**src/rtl/multi_channel_command_unit_pkg.sv**
```systemverilog
// Shared opcodes, FSM encoding and helpers for the multi-channel command unit.
// CMD_ILLEGAL_DETECT_EN uses op_defined() to flag opcodes outside this set.
package cmd_pkg;

  localparam int CMD_W_DEF = 4;

  localparam int COMM_NOP     = 0;
  localparam int COMM_STAMP   = 1;
  localparam int COMM_HOLD    = 2;
  localparam int COMM_RELEASE = 3;
  localparam int COMM_FINISH  = 4;

  typedef enum logic [1:0] {
    IDLE  = 2'd0,
    RUN   = 2'd1,
    DRAIN = 2'd2
  } state_e;

  function automatic logic op_defined(
    input logic [31:0] op
  );
    return op <= 32'(COMM_FINISH);
  endfunction

endpackage

```
**src/rtl/multi_channel_command_unit_if.sv**
```systemverilog
// Pipe and command handshake bundle for the multi-channel command unit.
// master = upstream/downstream environment, slave = the unit itself.
interface multi_channel_command_unit_if #(
  parameter int NUM_CH = 2,
  parameter int DATA_W = 32,
  parameter int CMD_W  = 4,
  parameter int CHW    = (NUM_CH > 1) ? $clog2(NUM_CH) : 1
);

  logic [NUM_CH*DATA_W-1:0] pipe_tdata;
  logic [NUM_CH-1:0]        pipe_tvalid;
  logic [NUM_CH-1:0]        pipe_tready;
  logic [CMD_W-1:0]         cmd;
  logic [CHW-1:0]           cmd_ch;
  logic                     cmd_valid;
  logic                     cmd_ready;

  modport master (
    output pipe_tdata,
    output pipe_tvalid,
    output cmd_ready,
    input  pipe_tready,
    input  cmd,
    input  cmd_ch,
    input  cmd_valid
  );

  modport slave (
    input  pipe_tdata,
    input  pipe_tvalid,
    input  cmd_ready,
    output pipe_tready,
    output cmd,
    output cmd_ch,
    output cmd_valid
  );

endinterface

```
**src/rtl/multi_channel_command_unit_fifo.sv**
```systemverilog
// Single-clock synchronous FIFO; pointers carry an extra wrap bit
// so full and empty are distinguished without a separate counter.
module cmd_sync_fifo #(
  parameter int WIDTH = 8,
  parameter int DEPTH = 4
) (
  input  logic             clk_i,
  input  logic             rst_i,
  input  logic             push_i,
  input  logic [WIDTH-1:0] din_i,
  input  logic             pop_i,
  output logic [WIDTH-1:0] dout_o,
  output logic             full_o,
  output logic             empty_o
);

  localparam int AW = $clog2(DEPTH);

  logic [WIDTH-1:0] mem_q [DEPTH];
  logic [AW:0]      wr_q, wr_d;
  logic [AW:0]      rd_q, rd_d;
  logic             do_push;
  logic             do_pop;

  assign empty_o = (wr_q == rd_q);
  assign full_o  = (wr_q[AW] != rd_q[AW]) &&
                   (wr_q[AW-1:0] == rd_q[AW-1:0]);
  assign do_push = push_i && !full_o;
  assign do_pop  = pop_i && !empty_o;
  assign dout_o  = mem_q[rd_q[AW-1:0]];

  always_comb begin
    wr_d = wr_q;
    rd_d = rd_q;
    if (do_push) wr_d = wr_q + 1'b1;
    if (do_pop)  rd_d = rd_q + 1'b1;
  end

  always_ff @(posedge clk_i) begin
    if (rst_i) begin
      wr_q <= '0;
      rd_q <= '0;
    end else begin
      wr_q <= wr_d;
      rd_q <= rd_d;
    end
  end

  always_ff @(posedge clk_i) begin
    if (do_push) mem_q[wr_q[AW-1:0]] <= din_i;
  end

endmodule

```
**src/rtl/multi_channel_command_unit.sv**
```systemverilog
// Round-robin sink of NUM_CH command pipes feeding a buffered command port.
// CMD_ILLEGAL_DETECT_EN adds a sticky cmd_err for undefined opcodes.
module multi_channel_command_unit
  import cmd_pkg::*;
#(
  parameter int NUM_CH     = 2,
  parameter int DATA_W     = 32,
  parameter int CMD_W      = CMD_W_DEF,
  parameter int FIFO_DEPTH = 4
) (
  input  logic              clk,
  input  logic              rst,
  input  logic              start,
  output logic              done,
  output logic [NUM_CH-1:0] fin_mask,
`ifdef CMD_ILLEGAL_DETECT_EN
  output logic              cmd_err,
`endif
  multi_channel_command_unit_if.slave bus
);

  localparam int CHW = (NUM_CH > 1) ? $clog2(NUM_CH) : 1;
  localparam int EW  = CHW + CMD_W;

  state_e            state_q;
  logic [CHW-1:0]    rr_q;
  logic [CHW-1:0]    rr_nx;
  logic [NUM_CH-1:0] fin_q, fin_d;
  logic [NUM_CH-1:0] elig;
  logic [CHW-1:0]    grant;
  logic              found;
  int                idx;
  logic [CMD_W-1:0]  acc_op;
  logic              accept;
  logic              is_nop, is_fin;
  logic              illegal;
  logic              push, pop;
  logic              f_full, f_empty;
  logic [EW-1:0]     f_dout;
  logic              unused_tdata;

  assign elig = bus.pipe_tvalid & ~fin_q;

  // first eligible channel at or after the rr pointer, wrapping
  always_comb begin
    found = 1'b0;
    grant = '0;
    idx   = 0;
    for (int k = 0; k < NUM_CH; k++) begin
      idx = int'(rr_q) + k;
      if (idx >= NUM_CH) idx = idx - NUM_CH;
      if (!found && elig[idx]) begin
        found = 1'b1;
        grant = CHW'(idx);
      end
    end
  end

  assign acc_op = bus.pipe_tdata[grant*DATA_W +: CMD_W];
  assign accept = (state_q == RUN) && !f_full && found;
  assign is_nop = (acc_op == CMD_W'(COMM_NOP));
  assign is_fin = (acc_op == CMD_W'(COMM_FINISH));
  assign rr_nx  = (grant == CHW'(NUM_CH - 1)) ? '0 : grant + CHW'(1);

`ifdef CMD_ILLEGAL_DETECT_EN
  assign illegal = !op_defined(32'(acc_op));
`else
  assign illegal = 1'b0;
`endif

  assign push = accept && !is_nop && !is_fin && !illegal;
  assign pop  = bus.cmd_valid && bus.cmd_ready;

  always_comb begin
    fin_d = fin_q;
    if (accept && is_fin) fin_d[grant] = 1'b1;
  end

  assign bus.pipe_tready = accept ?
    (NUM_CH'(1) << grant) : '0;

  always_ff @(posedge clk) begin
    if (rst) begin
      state_q <= IDLE;
      rr_q    <= '0;
      fin_q   <= '0;
    end else begin
      unique case (state_q)
        IDLE: begin
          if (start) begin
            state_q <= RUN;
            fin_q   <= '0;
          end
        end
        RUN: begin
          fin_q <= fin_d;
          if (accept) rr_q <= rr_nx;
          if (&fin_d) state_q <= DRAIN;
        end
        DRAIN: begin
          if (f_empty) state_q <= IDLE;
        end
        default: state_q <= IDLE;
      endcase
    end
  end

`ifdef CMD_ILLEGAL_DETECT_EN
  logic err_q;

  always_ff @(posedge clk) begin
    if (rst) begin
      err_q <= 1'b0;
    end else if (state_q == IDLE && start) begin
      err_q <= 1'b0;
    end else if (accept && illegal) begin
      err_q <= 1'b1;
    end
  end

  assign cmd_err = err_q;
`endif

  cmd_sync_fifo #(
    .WIDTH (EW),
    .DEPTH (FIFO_DEPTH)
  ) u_fifo (
    .clk_i   (clk),
    .rst_i   (rst),
    .push_i  (push),
    .din_i   ({grant, acc_op}),
    .pop_i   (pop),
    .dout_o  (f_dout),
    .full_o  (f_full),
    .empty_o (f_empty)
  );

  assign bus.cmd_valid = !f_empty;
  assign bus.cmd = f_empty ?
    '0 : f_dout[CMD_W-1:0];
  assign bus.cmd_ch = f_empty ?
    '0 : f_dout[EW-1:CMD_W];

  assign done     = (state_q == IDLE);
  assign fin_mask = fin_q;

  assign unused_tdata = ^bus.pipe_tdata;

endmodule

```
**src/flat_wrapper.sv**
```systemverilog
// flat-port wrapper written by rule: the top's interface ports become plain ports
module multi_channel_command_unit_flat import cmd_pkg::*;
#(
  parameter int NUM_CH     = 2,
  parameter int DATA_W     = 32,
  parameter int CMD_W      = CMD_W_DEF,
  parameter int FIFO_DEPTH = 4
)
  (clk, rst, start, done, fin_mask, bus_pipe_tdata, bus_pipe_tvalid, bus_cmd_ready, bus_pipe_tready, bus_cmd, bus_cmd_ch, bus_cmd_valid);
  multi_channel_command_unit_if #(.NUM_CH(NUM_CH), .DATA_W(DATA_W), .CMD_W(CMD_W)) bus_i ();
  input  logic clk;
  input  logic rst;
  input  logic start;
  output logic done;
  output logic [NUM_CH-1:0] fin_mask;
  input wire logic [$bits(bus_i.pipe_tdata)-1:0] bus_pipe_tdata;
  input wire logic [$bits(bus_i.pipe_tvalid)-1:0] bus_pipe_tvalid;
  input wire logic [$bits(bus_i.cmd_ready)-1:0] bus_cmd_ready;
  output wire logic [$bits(bus_i.pipe_tready)-1:0] bus_pipe_tready;
  output wire logic [$bits(bus_i.cmd)-1:0] bus_cmd;
  output wire logic [$bits(bus_i.cmd_ch)-1:0] bus_cmd_ch;
  output wire logic [$bits(bus_i.cmd_valid)-1:0] bus_cmd_valid;
  assign bus_i.pipe_tdata = bus_pipe_tdata;
  assign bus_i.pipe_tvalid = bus_pipe_tvalid;
  assign bus_i.cmd_ready = bus_cmd_ready;
  assign bus_pipe_tready = bus_i.pipe_tready;
  assign bus_cmd = bus_i.cmd;
  assign bus_cmd_ch = bus_i.cmd_ch;
  assign bus_cmd_valid = bus_i.cmd_valid;
  multi_channel_command_unit #(.NUM_CH(NUM_CH), .DATA_W(DATA_W), .CMD_W(CMD_W), .FIFO_DEPTH(FIFO_DEPTH)) u_core (.clk(clk), .rst(rst), .start(start), .done(done), .fin_mask(fin_mask), .bus(bus_i));
endmodule
```
**config.mk**
```make
export PLATFORM = sky130hd
export DESIGN_NAME = multi_channel_command_unit_flat
export DESIGN_NICKNAME = d
export VERILOG_FILES = /design/src/rtl/multi_channel_command_unit_pkg.sv /design/src/rtl/multi_channel_command_unit_if.sv /design/src/rtl/multi_channel_command_unit_fifo.sv /design/src/rtl/multi_channel_command_unit.sv /design/src/flat_wrapper.sv
export SDC_FILE = /design/constraint.sdc
export NUM_CORES = 1
export LEC_CHECK = 0
export BUFFER_PORTS_ARGS = -buffer_cell sky130_fd_sc_hd__buf_2
export CAP_MARGIN = 30
export CORE_MARGIN = 2
export CORE_UTILIZATION = 35
export DETAILED_ROUTE_END_ITERATION = 16
export PLACE_DENSITY = 0.63
export SYNTH_ARGS = -nofsm -noshare
export SYNTH_HDL_FRONTEND = slang
export SYNTH_SLANG_ARGS = --single-unit
export TNS_END_PERCENT = 100
```
**constraint.sdc**
```tcl
create_clock -name clk -period 4.4 [get_ports clk]
set_input_delay 0.66 -clock clk [delete_from_list [all_inputs] [get_ports clk]]
set_output_delay 0.66 -clock clk [all_outputs]
set_load 0.005 [all_outputs]
```
Word-level counts from Yosys, hierarchy flattened:

Memory sizes are Yosys's and may differ from the RTL's. A register that Yosys moved wholly into a read port is not among the register bits.
Index checks and enable logic that the tools add are counted.

* input port bits: 70
* RAM bits: 20
* flip-flop bits (word level): 11
* logic and storage cells: 84
* memories: 1

Memories
* u_core.u_fifo.mem_q: words 4, width 5, read ports 1, clocked after Yosys merged registers in 1, wr ports 1, RTL line multi_channel_command_unit_fifo.sv:19 `logic [WIDTH-1:0] mem_q [DEPTH];`

* equal/unequal tests: 9
* $add $sub $neg: 6
* muxes and demuxes: 29
* reductions and logical operators: 23
* shifts and indexed selects: 2
* bitwise operators: 3
* magnitude comparators: 6

Operators with widths (count)
* 32-bit by 3-bit less-than comparator with 1-bit output (second input constant): 2
* 32-bit 2-to-1 mux: 2
* 64-bit by 7-bit variable part select with 4-bit output: 1
* 32-bit by 3-bit >= comparator with 1-bit output (second input constant): 1
* 32-bit by 3-bit subtractor with 32-bit output (second input constant): 1
* 2-bit 2-to-1 mux: 8
* 1-bit 2-to-1 mux: 15
* 1-bit logical AND: 11
* 3-bit by 1-bit adder with 3-bit output (second input constant): 2
* 2-bit one-hot mux with 3 select lines: 1
* 2-bit AND reduction: 3
* 1-bit zero test: 5
* 4-bit by 3-bit equality test with 1-bit output (second input constant): 1
* 4-bit zero test: 1
* 4-bit 2-to-1 mux: 1
* 2-bit != test (second input constant): 2
* 2-bit one-hot mux with 2 select lines: 1
* 3-bit equality test: 1
* 3-bit AND reduction: 1
* 1-bit by 2-bit subtractor with 3-bit output (second input constant): 1
* 1-bit by 1-bit adder with 2-bit output (second input constant): 1
* 2-bit bitwise AND: 1
* 2-bit by 1-bit equality test with 1-bit output (second input constant): 1
* 2-bit equality test: 1
* 13 further kinds: 13

Depth between registers and ports, before layout:

* depth in word-level cells: 18
* gate-level depth with buffers: 6
* mapped depth without buffers: 5

Modules after synthesis:

A second synthesis with hierarchy kept.

* cell total of the unflattened synthesis: 143
* area total of the unflattened synthesis: 1710.4 um^2

By module, submodules not included
* cmd_sync_fifo: cells each 96, area an instance 1306.3 um^2, instances 1, sequential area each 760.7 um^2
* multi_channel_command_unit: cells each 47, area an instance 404.1 um^2, instances 1, sequential area each 100.1 um^2

Worst setup path before layout:

Ideal clock, no wire load.

* path kind: input to output
* from: input bus_pipe_tvalid[0]
* to: output bus_pipe_tready[0]
* path slack: 2310 ps
* stages: 4
* required time: 3740 ps
* arrival time: 1430 ps
* cells stage by stage: or3b_1 nand2_1 inv_2 nor2_1

* longest elaborated chain between the ends: 10
* elaborated cells on any way between the ends: 16

Ends and longest elaborated chain
* from (decl): RTL line flat_wrapper.sv:17 `input wire logic [$bits(bus_i.pipe_tvalid)-1:0] bus_pipe_tvalid;`
* 2-bit bitwise AND *: RTL line multi_channel_command_unit.sv:42 `assign elig = bus.pipe_tvalid & ~fin_q;`
* 1-bit 2-to-1 mux (not written as such) (3 in a row): RTL line multi_channel_command_unit.sv:52 `if (!found && elig[idx]) begin`
* 1-bit 2-to-1 mux: RTL line multi_channel_command_unit.sv:52
* 1-bit zero test: RTL line multi_channel_command_unit.sv:52
* 1-bit logical AND: RTL line multi_channel_command_unit.sv:52
* 1-bit 2-to-1 mux *: RTL line multi_channel_command_unit.sv:52
* net u_core.grant: RTL line multi_channel_command_unit.sv:30 `logic [CHW-1:0] grant;`
* 1-bit by 1-bit left shift with 2-bit output *: RTL line multi_channel_command_unit.sv:80 `(NUM_CH'(1) << grant) : '0;`
* 2-bit 2-to-1 mux *: RTL line multi_channel_command_unit.sv:79 `assign bus.pipe_tready = accept ?`
* to (decl): RTL line flat_wrapper.sv:19 `output wire logic [$bits(bus_i.pipe_tready)-1:0] bus_pipe_tready;`

Mark *: on every way through the listed nets, which the timed path passes. The rest lies on a longest branch. The select of a mux whose other input is x is not followed.

Final worst setup path:

Same ends and word-level chain as after synthesis.

==> impl_metrics.toml <==
[detailed_routing]
dr_total_vias = 1050
met3_length_um = 159
pre_repair_dr_iteration_count = 4
met2_wirelength_mm = 1.478
top_layer = "met4"
post-route-drc-count = 0
route.detailed.vias_per_inst = 4.953
detail_route.wl_per_cell_um = 14.33
postRouteWirelength_mm = 3.039
drt-met1-wl_mm = 1.343
ant_nets = 0
initialDrtViolationCount = 49

[sta]
number_of_hold_violations_in_the_final_report = 0
worst_pin_slew_ns = 0.4065
max_clock_freq_ghz = 0.4171
timing.setup.tns_ns = 0
final_max_slew_viol_count = 0
setup_violations = 0
final.period_utilization_pct = 54.48
final.min_clock_period_ns = 2.397
final.setup_skew_ns = 0.003410
max-slew-margin-rel_pct = 72.82
rsz0062_at_grt = "false"

[floorplan]
io-pin-count = 81
std_cell_rows = 24
fp.dieW_um = 70.47
die_area_um2 = 4966
core_area_um2 = 4294
floorplan.die.height_um = 70.47
floorplan.initialDensity_pct = 36.01

[synth]
postSynth.asyncResetShare_pct = 0
yosys_register_bits = 33
netlist_top_cells_area = "sky130_fd_sc_hd__edfxtp_1 39%, sky130_fd_sc_hd__dfxtp_1 17%, sky130_fd_sc_hd__mux4_2 7.3%, sky130_fd_sc_hd__nand2_1 4.1%, sky130_fd_sc_hd__ha_1 4.0%"
synthDistinctLibCells = 36
yosysSeqAreaShare_pct = 55.66
synth_cells = 131
syn-mean-instance-area_um2 = 11.81
synth-main-ff-cell = "sky130_fd_sc_hd__edfxtp_1"
synth_top_area_share_pct = 38.83
post_synth_instance_area_um2 = 1546
ys.warnings.count = 0
postSynthNetCount = 206
synthDominantAreaCellType = "sky130_fd_sc_hd__edfxtp_1"
post_synth_edffs = 20

[clock_tree]
max-clock-path-buffers = 2
cts.sinks = 33
clk-insertion-delay-late_ns = 0.28
number_of_levels_in_the_clock_h_tree = 2
post_cts.repair.setup_buffers = 0
cts_repair_resize_count = 0
ctsRootBufferMaster = "sky130_fd_sc_hd__clkbuf_8"
postCtsHoldBufs = 0
worst_setup_hold_path_clk_slew_ns = 0.07
cts_tree = "built"
numCtsBuffers = 5

[power_and_ir_drop]
power_per_cell_area_nw_per_um2 = 393.8
vdd_drop_max_v = 0.0001265
total_power_uw = 708.5
cellLeakagePower_uw = 0.0007035

[setup_path]
critical_path.endpoint_type = "output pin"
crit_path_cell_trace = "buf_2 -> or3b_1 -> nand2_1 -> inv_2 -> nor2_1 -> buf_2"
timing.reg2reg.worst_path_depth = 4
critPathMaxFanout = 10
arrival_ns = 1.74
critPathMostFrequentCell = "sky130_fd_sc_hd__buf_2"
crit_family = "simple AND/OR/NAND/NOR gates"
critPathBufInv = 3
critPathMaxStageDelay_ns = 0.38
critical_path_class = "in -> out"
cp.required_ns = 3.74
start_kind = "input pin"
crit_cells = 6
crit_path_top_delay_cell = "sky130_fd_sc_hd__or3b_1"

[finish]
fin_area_um2 = 1799
post_route_cells_drive_above_1_share_pct = 26.25
diodes = 0
final_cell_mix = "24 x sky130_fd_sc_hd__buf_2, 20 x sky130_fd_sc_hd__edfxtp_1, 17 x sky130_fd_sc_hd__nand2_1"
design.final.nets = 234
regArea_um2 = 860.8
multiInputGateArea_um2 = 651.9
fillerInstances = 432
layout.cells.most_common = "sky130_fd_sc_hd__buf_2"
areaGrowthSynthToFinish_pct = 16.34

[global_routing]
grt_first_pass_wirelength_mm = 5.250
grt_max_degree = 15
grt_antenna_before_repair = 0
overall_global_routing_usage_pct = 14.20
global_route.overflow_total = 0
first_global_vias = 1109

[placement]
placement.io_buffers = 24
dpl-instance-area_um2 = 1713
estimated_wirelength_of_the_detail_placed_design_mm = 2.311
routabilityCongestion = 0.7905

[flow_run]
maxCapViolCount = 0

[min_path]
timing.hold.worst_path_depth = 2
worstHoldPathType = "reg -> reg"

[outcome]
run_status = "completed"
-- cells by family after synthesis --
kind of cell	count (synthesis)	share of synthesized area, %
simple gates	60	19.74
flops	33	55.66
compound gates	14	7.039
buf+inv	7	2.184
xor+xnor	6	3.398
mux	6	7.929
fa+ha+maj	5	4.045
-- tightest hold or removal path: stages (launching register included) --
cell and delay (ns):
sky130_fd_sc_hd__dfxtp_1 0.32, sky130_fd_sc_hd__inv_1 0.06, sky130_fd_sc_hd__a211oi_1 0.06
-- metrics by stage --
step	utilization, %	worst slack [ns]	cells	hold slack, ns
floorplan	-	2.310	131	0.4431
CTS	41.90	1.997	212	0.4784
global route	41.90	1.894	212	0.5171
detailed placement	39.89	1.995	204	0.4637
finish	41.90	2.003	212	0.4820
global placement	39.89	2.019	204	0.4549
-- path summary, 6_finish.rpt --
kind | startpoint | end | slack [ns]
setup / recovery | bus_pipe_tvalid[0] | bus_pipe_tready[0] | 2.00
hold / removal | u_core.rr_q | u_core.rr_q | 0.48
setup reg to reg | u_core.fin_mask[0] | u_core.u_fifo.mem_q[0][3] | 2.46
hold reg to reg | u_core.rr_q | u_core.rr_q | 0.48
-- synthesized netlist by cell type, drive strengths merged, types with 3 or more instances --
| cell | n |
|---|---|
| a21oi | 3 |
| and2 | 9 |
| dfxtp | 13 |
| edfxtp | 20 |
| ha | 5 |
| inv | 4 |
| mux4 | 5 |
| nand2 | 17 |
| nand2b | 5 |
| nand3 | 6 |
| nor2 | 13 |
| o21ai | 3 |
| xnor2 | 4 |
-- per-layer routing --
layer / global-route usage (%) / vias up
li1: - / 521
met1: 16.88 / 496
met2: 23.06 / 27
met3: 4.906 / 6
met4: 6.410 / 0
met5: 0 / -
-- power by group --
group	total (uW)	leakage, uW	switching [uW]	internal, uW
Combinational	126	0.000372	65.6	60.0
Sequential	363	0.000288	16.6	346
Clock	220	0.0000439	111	109
Total	709	0.000704	193	515
-- area by class of cell --
cell class              instances  share of cell area [%]
clock buffers                   5                   3.825
clock inverters                 3                  0.9736
inverters                       4                  0.8345
multi-input cells              91                   36.23
flip-flops and latches         33                   47.84
well taps                      52                   3.616
repair buffers                 24                   6.676
-- state kept, by name, summed over array words and instances (netlist names), named ones only --
register	flops
u_core.state_q	2
u_core.u_fifo.rd_q	3
u_core.u_fifo.wr_q	3
u_core.rr_q	1
u_core.u_fifo.mem_q	20
u_core.fin_mask	2
(Power assumes the default switching activity.)
